[src/rtl/square_22bit_seq.sv]
// Sequential shift-and-add squarer: one partial product per cycle, 12-cycle start-to-done.
// Optional SQUARE_CHECK_EN adds rad_in/residue/root_ok to judge root_in as floor sqrt of rad_in.
module square_22bit_seq #(
  parameter int W_ROOT = 11
) (
  input  logic                  clk,
  input  logic                  rst_n,
  input  logic                  start,
  input  logic [W_ROOT-1:0]     root_in,
`ifdef SQUARE_CHECK_EN
  input  logic [2*W_ROOT-1:0]   rad_in,
  output logic [2*W_ROOT:0]     residue,
  output logic                  root_ok,
`endif
  output logic                  busy,
  output logic                  done,
  output logic [2*W_ROOT-1:0]   sq_out
);

  localparam int WR = 2 * W_ROOT;
  localparam int CW = $clog2(W_ROOT);
  localparam logic [CW-1:0] LAST = CW'(W_ROOT - 1);

  typedef enum logic [1:0] {IDLE, CALC, DONE} state_t;

  state_t            state_reg, state_next;
  logic              load, step, finish;
  logic [W_ROOT-1:0] operand_reg, mult_reg;
  logic [WR-1:0]     acc_reg;
  logic [CW-1:0]     count_reg;
  logic [WR-1:0]     addend, acc_sum;
  logic [WR-1:0]     carry;

  always_ff @(posedge clk or negedge rst_n) begin
    if (!rst_n) state_reg <= IDLE;
    else        state_reg <= state_next;
  end

  always_comb begin
    state_next = state_reg;
    busy       = 1'b0;
    done       = 1'b0;
    load       = 1'b0;
    step       = 1'b0;
    case (state_reg)
      IDLE: begin
        if (start) begin
          load       = 1'b1;
          state_next = CALC;
        end
      end
      CALC: begin
        busy = 1'b1;
        step = 1'b1;
        if (count_reg == LAST) state_next = DONE;
      end
      DONE: begin
        busy       = 1'b1;
        done       = 1'b1;
        state_next = IDLE;
      end
      default: state_next = IDLE;
    endcase
  end

  assign finish = step && (count_reg == LAST);

  // Partial product for the current multiplier bit, aligned by the bit index.
  assign addend = mult_reg[count_reg] ? ({{W_ROOT{1'b0}}, operand_reg} << count_reg) : '0;

  assign carry[0] = 1'b0;
  generate
    for (genvar gi = 0; gi < WR; gi++) begin : g_ripple
      assign acc_sum[gi] = acc_reg[gi] ^ addend[gi] ^ carry[gi];
      if (gi < WR - 1) begin : g_carry
        assign carry[gi+1] = (acc_reg[gi] & addend[gi]) | (carry[gi] & (acc_reg[gi] ^ addend[gi]));
      end
    end
  endgenerate

`ifdef SQUARE_CHECK_EN
  logic [WR-1:0] rad_reg;
  logic [WR:0]   diff, twice_root;

  assign diff       = {1'b0, rad_reg} - {1'b0, acc_sum};
  assign twice_root = {{(WR - W_ROOT){1'b0}}, operand_reg, 1'b0};
`endif

  always_ff @(posedge clk or negedge rst_n) begin
    if (!rst_n) begin
      operand_reg <= '0;
      mult_reg    <= '0;
      acc_reg     <= '0;
      count_reg   <= '0;
      sq_out      <= '0;
`ifdef SQUARE_CHECK_EN
      rad_reg     <= '0;
      residue     <= '0;
      root_ok     <= 1'b0;
`endif
    end else if (load) begin
      operand_reg <= root_in;
      mult_reg    <= root_in;
      acc_reg     <= '0;
      count_reg   <= '0;
`ifdef SQUARE_CHECK_EN
      rad_reg     <= rad_in;
`endif
    end else if (step) begin
      acc_reg   <= acc_sum;
      count_reg <= count_reg + CW'(1);
      if (finish) begin
        sq_out <= acc_sum;
`ifdef SQUARE_CHECK_EN
        residue <= diff;
        // Non-negative residue no larger than 2*root means root is the floor sqrt.
        root_ok <= !diff[WR] && (diff <= twice_root);
`endif
      end
    end
  end

endmodule

[config.mk]
export PLATFORM = sky130hd
export DESIGN_NAME = square_22bit_seq
export DESIGN_NICKNAME = d
export VERILOG_FILES = /design/src/rtl/square_22bit_seq.sv
export SDC_FILE = /design/constraint.sdc
export NUM_CORES = 1
export LEC_CHECK = 0
export BUFFER_PORTS_ARGS = -buffer_cell sky130_fd_sc_hd__buf_2
export CAP_MARGIN = 20
export CORE_ASPECT_RATIO = 1.2
export CORE_MARGIN = 2
export CORE_UTILIZATION = 35
export CTS_CLUSTER_DIAMETER = 200
export DETAILED_ROUTE_END_ITERATION = 7
export GPL_TIMING_DRIVEN = 0
export PLACE_DENSITY_LB_ADDON = 0.1
export SYNTH_ARGS = -nofsm -noshare
export SYNTH_HDL_FRONTEND = slang
export SYNTH_SLANG_ARGS = --single-unit
[constraint.sdc]
create_clock -name clk -period 18.65 [get_ports clk]
set_input_delay 4.6625 -clock clk [delete_from_list [all_inputs] [get_ports clk]]
set_output_delay 4.6625 -clock clk [all_outputs]
set_load 0.05 [all_outputs]
# Word level (Yosys, flattened, before mapping)
# Cells that the tools add are included.
# word_totals
output_inout_bits,24
input_bits,14
ff_bits,61
# classes
n_eq_ne,5
n_lt_le_gt_ge,1
shifts,1
add_sub_neg,1
n_bitwise,105
muxes,15
reduce_logical,6
# op_table
cell,n
$mux 22,3
$xor 1x1->1,43
$and 1x1->1,41
$shl 11x4->22,1
$or 1x1->1,20
$mux 4,2
$mux 1,6
$lt 4x5->1 const B,1
$add 4x1->4 const B,1
$bmux 1 s4,1
$eq 4x4->1 const B,1
$mux 2,2
$ne 2x2->1 const B,2
$pmux 2 s2,1
$reduce_and 3->1,1
$eq 2x1->1 const B,1
$eq 2x2->1 const B,1
$logic_not 2->1,1
$reduce_and 2->1,1
$reduce_bool 2->1,1
$reduce_or 2->1,1
$logic_and 1x1->1,1
$not 1->1,1

# Longest topological paths before layout
# depth
ltp_word,47
depth_mapped,35
mapped_depth_nobuf,32

# Least setup slack after synthesis
# Ideal clock, no wire load.
# synth_path
path_kind,register to register
start,register count_reg[0]
end,register sq_out[20]
path_stages_with_launch,34
setup_time_ns,0.128
period_less_slack_ns,8.091
path_buffers,3
t_arrival_ns,7.963
setup_slack_ns,10.559
cell_sequence,dfrtp_1 > buf_6 > buf_12 > buf_6 > mux2i_1 > nor2_2 > a21o_2 > and3_1 > ha_1 > inv_1 > fa_1 > fa_1 > fa_1 > fa_1 > fa_1 > fa_1 > fa_1 > inv_1 > fa_1 > fa_1 > fa_1 > fa_1 > fa_1 > fa_1 > fa_1 > fa_1 > fa_1 > fa_1 > inv_1 > fa_1 > inv_1 > fa_1 > fa_1 > mux2_1
# synth_via
elab_chain_len,43
# synth_rtl
item,line_no,source
"start, declared",30,logic [CW-1:0] count_reg;
"start signal, assigned",111,count_reg <= count_reg + CW'(1);
$bmux 1 s4,69,"assign addend = mult_reg[count_reg] ? ({{W_ROOT{1'b0}}, operand_reg} << count_reg) : '0;"
$mux 1 (implied by the code),69,
$mux 22 (*),69,
$and 1x1->1 / $xor 1x1->1 (equally long branches),76,assign carry[gi+1] = (acc_reg[gi] & addend[gi]) | (carry[gi] & (acc_reg[gi] ^ addend[gi]));
$and 1x1->1,76,
$or 1x1->1,76,
$and 1x1->1,76,
$or 1x1->1,76,
[... 28 more ...],n/a,
$and 1x1->1,76,
$or 1x1->1,76,
$and 1x1->1,76,
$or 1x1->1,76,
$and 1x1->1,76,
$or 1x1->1,76,
$xor 1x1->1 (*),74,assign acc_sum[gi] = acc_reg[gi] ^ addend[gi] ^ carry[gi];
named net acc_sum[20],31,"logic [WR-1:0] addend, acc_sum;"
"end signal, assigned",113,sq_out <= acc_sum;
"end, declared",17,output logic [2*W_ROOT-1:0] sq_out
# The timed path passes the listed nets; every way through them passes the cells marked *. The select of a mux whose other input is x is not followed.
# A chain may end at the register's enable or synchronous reset.

# Final worst setup path
# Ends and elaborated chain as after synthesis.

==> impl_summary.md <==
Power and ir drop
In this run the power density over the cells is just over 200 nW/um^2. The cell leakage power is 2.05 nW. The largest voltage drop on the vdd net is about 0.075 mV. The design draws between 0.9 and 1 mW.

Clock tree
After clock tree synthesis, the clock-pin slew on the worst setup and hold paths is roughly 0.050 ns. Clock tree synthesis selected as its root buffer the cell sky130_fd_sc_hd__clkbuf_16. The H-tree was split into 3 levels. The buffer count from post-CTS setup fixing is 0.

Gates resized during post-CTS repair numbered 0. Clock tree synthesis found a total of between 60 and 70 sinks. The TritonCTS clock tree is built. The number of buffers inserted during clock tree synthesis is 9. Clock latency on the worst-skew pair, taken at its later pin, is 0.33 ns. For this design, the CTS-stage hold fixing added 0 buffers. The clock passes through at most 2 buffers.

Layout
Relative to the synthesized area, the layout overhead comes to 16.3%. Across the whole layout, storage elements account for around 1500 um^2. Summing all multi-input logic gate instances after layout gives around 2000 um^2. The number of inserted diodes is 0. The number of fill cells is about 1000. The number of nets in the layout is just over 400.

The final core utilization is 0.418. Of the cells placed in the final design, the portion with a size suffix greater than 1 is 0.273. The post-route non-filler standard cell count is between 500 and 600.

Routing
For this block, the initial DRC count from the detailed router was 83. Once detail routing completed, the nets flagged for antenna violations numbered 0. The per-cell via count in the routed design is 5.07. The via count is between 2000 and 3000. In the final routed layout, each cell accounts on average for about 17 um. Summed over all layers, the routed wires come to ~8300 um. The first-pass detailed-route iteration total is 6. The count of unresolved DRC violations after routing is 0.

Critical path
The critical-path cell with the highest stage delay is sky130_fd_sc_hd__fa_1. STA classifies the critical path startpoint as a flip-flop. The sort of element at the end of the critical path is a flip-flop. The highest cell delay on the worst timing path is ~0.46 ns. Along the worst path, the maximum fanout reaches 10. The class of the most critical setup path is reg -> reg. The number of cells traversed by the worst register-to-register path is 33.

The cell with the most instances on the worst path is sky130_fd_sc_hd__fa_1. The critical path required time is between 15 and 20 ns. At the worst endpoint, the arrival time is around 8.9 ns.

STA
Summed over all failing endpoints, the final setup total negative slack is 0 ns. Setup violations remaining at the end of the flow were counted as 0. The worst clock skew on the final layout is between 0.003 and 0.004 ns. The final count of hold timing violations is 0. Based on the critical path, the design can be clocked at up to 115 MHz. The final critical path time including I/O delays and setup is 8.73 ns. The final max-slew violation count came to 0. The pin slew with the least headroom to its limit is just over 0.8 ns.

The worst setup slack after layout is roughly 9.9 ns. The relative slew slack is 0.464. Setup repair after global routing left no endpoint under its margin. The final critical-path share of the clock period is 0.468.

Die
38 I/O pins were placed. The initial utilization of the core area, before any placement, comes to 0.359. The area of the core is 10500 um^2. The total die area is between 10000 and 15000 um^2. In this run the vertical extent of the chip is roughly 120 um. The number of standard-cell rows in the floorplan is a little over 40. The floorplan step set the die width to ~99 um.

GRT
The maximum number of pins on one net before global-route repair is between 60 and 70. For this run the aggregate overflow at the end of global routing stands at 0. The via count of the first global-routing pass was 2616. The number of antenna violations at the first check in global routing is 0. The overall fraction of global-route tracks in use is 0.157. The first-pass GRT wire length is between 10000 and 15000 um.

Logic synthesis
The synthesized design contains 0 enable-type register cells. The share of the Yosys chip area taken by registers is 0.404. The synthesized netlist occupies a cell area of around 3800 um^2. Yosys mapped the design onto 49 distinct sky130hd cell types. The register bit total from synthesis is approximately 60.

When the netlist entered floorplanning its net count stood at between 300 and 400. For this run, asynchronously set or reset flops after synthesis account for 1.00. A synthesized cell averages 11.7 um^2. The number of warnings printed during yosys synthesis is 0. After technology mapping, the gate count stands at 323. The flip-flop cell with the highest count after synthesis is sky130_fd_sc_hd__dfrtp_1.

Placement
Summed over all nets, the half-perimeter wirelength after detailed placement is 6220 um. The count of buffers inserted at the top-level ports is 37. OpenSTA, run right after detailed placement, puts the worst setup slack at ~9.9 ns. The total instance count after detailed placement is 489. The global placer's final weighted congestion is around 0.81.

Job
Max-cap violations in this run came to 0.

Outcome
The flow ran to the end, and the final reports show no timing, DRC or antenna violations.

Worst hold path
The number of instances on the worst hold path is 2. The type of the most critical hold path is reg -> reg.
[area by class of cell]
type,count,area share
multi-input cells,222,0.461
flip-flops and latches,61,0.347
clock inverters,2,0.00228
repair buffers,37,0.0427
clock buffers,12,0.0584
plain buffers,23,0.0370
inverters,17,0.0145
well taps,129,0.0367
[path summary, 6_finish.rpt]
kind,start,to,slack [ns]
worst max register to register,count_reg[0],sq_out[20],9.92
max in group asynchronous,rst_n,sq_out[14],13.70
worst min-delay path,sq_out[5],sq_out[5],0.47
worst max-delay path,count_reg[0],sq_out[20],9.92
worst min register to register,sq_out[5],sq_out[5],0.47
min in group asynchronous,rst_n,sq_out[4],4.42
[metrics by stage]
step,cell area [um^2],hold WS (ns)
after floorplan,3780,0.486
after global placement,4130,0.461
after global routing,4400,0.499
final,4400,0.472
after detailed placement,4130,0.467
after CTS,4400,0.478
[cell usage in the layout (no fill, tap or decap), types with 10 or more instances in the layout]
cell	n
sky130_fd_sc_hd__mux2_2	21
sky130_fd_sc_hd__dfrtp_1	61
sky130_fd_sc_hd__mux2_1	12
sky130_fd_sc_hd__nor2_1	29
sky130_fd_sc_hd__inv_1	17
sky130_fd_sc_hd__nand2_1	15
sky130_fd_sc_hd__buf_2	43
sky130_fd_sc_hd__a21oi_1	10
sky130_fd_sc_hd__mux2i_1	25
sky130_fd_sc_hd__fa_1	20
[cell usage after synthesis (3+ instances only)]
cell type / n / area (um^2)
sky130_fd_sc_hd__a211oi_1: 7 / 52.6
sky130_fd_sc_hd__a21oi_1: 10 / 50.1
sky130_fd_sc_hd__a32oi_1: 6 / 52.6
sky130_fd_sc_hd__and2_1: 3 / 18.8
sky130_fd_sc_hd__buf_1: 3 / 11.3
sky130_fd_sc_hd__buf_2: 7 / 35.0
sky130_fd_sc_hd__buf_6: 5 / 56.3
sky130_fd_sc_hd__clkbuf_1: 5 / 18.8
sky130_fd_sc_hd__dfrtp_1: 61 / 1530
sky130_fd_sc_hd__fa_1: 20 / 400
sky130_fd_sc_hd__ha_1: 7 / 87.6
sky130_fd_sc_hd__inv_1: 17 / 63.8
sky130_fd_sc_hd__mux2_1: 12 / 135
sky130_fd_sc_hd__mux2_2: 21 / 236
sky130_fd_sc_hd__mux2i_1: 25 / 250
sky130_fd_sc_hd__mux4_2: 7 / 158
sky130_fd_sc_hd__nand2_1: 15 / 56.3
sky130_fd_sc_hd__nand2b_1: 3 / 18.8
sky130_fd_sc_hd__nand3_1: 7 / 35.0
sky130_fd_sc_hd__nand4_1: 3 / 18.8
sky130_fd_sc_hd__nor2_1: 29 / 109
sky130_fd_sc_hd__nor3_1: 7 / 35.0
sky130_fd_sc_hd__o21ai_0: 9 / 45.0
sky130_fd_sc_hd__xnor2_1: 4 / 35.0
[power breakdown]
group / leakage [nW] / internal, mW / total, mW / switching, mW
Combinational: 1.12 / 0.217 / 0.532 / 0.315
Clock: 0.134 / 0.0951 / 0.151 / 0.0563
Sequential: 0.798 / 0.183 / 0.223 / 0.0400
[cell families (layout without fill, tap and decap cells)]
group / after synthesis / after routing / share of synthesized area
XOR/XNOR: 5 / 5 / 0.0116
AND/OR/NAND/NOR: 77 / 77 / 0.0953
buffers and inverters: 40 / 91 / 0.0599
adder cells (fa/ha/maj): 27 / 27 / 0.129
flip-flops: 61 / 61 / 0.404
AO/OA/AOI/OAI: 47 / 47 / 0.0904
multiplexers: 66 / 66 / 0.210
[layer usage]
layer | up-vias | part of all wire | wire length (um) | track usage
met3 | 10 | 0.026 | 215 | 0.0249
li1 | 1231 | - | - | -
met2 | 40 | 0.47 | 3930 | 0.237
met5 | - | 0 | 0 | 0
met4 | 0 | 0.019 | 162 | 0.0693
met1 | 1268 | 0.48 | 4000 | 0.222
[worst max-delay path, delay by kind of cell, from the launching register on]
family	cells	cell delay, ns
AND/OR/NAND/NOR	2	0.27
AO/OA/AOI/OAI	1	0.25
buffers and inverters	7	0.69
multiplexers	2	0.52
adder cells (fa/ha/maj)	21	6.52
flip-flops	1	0.36
(Power assumes the default switching activity.)
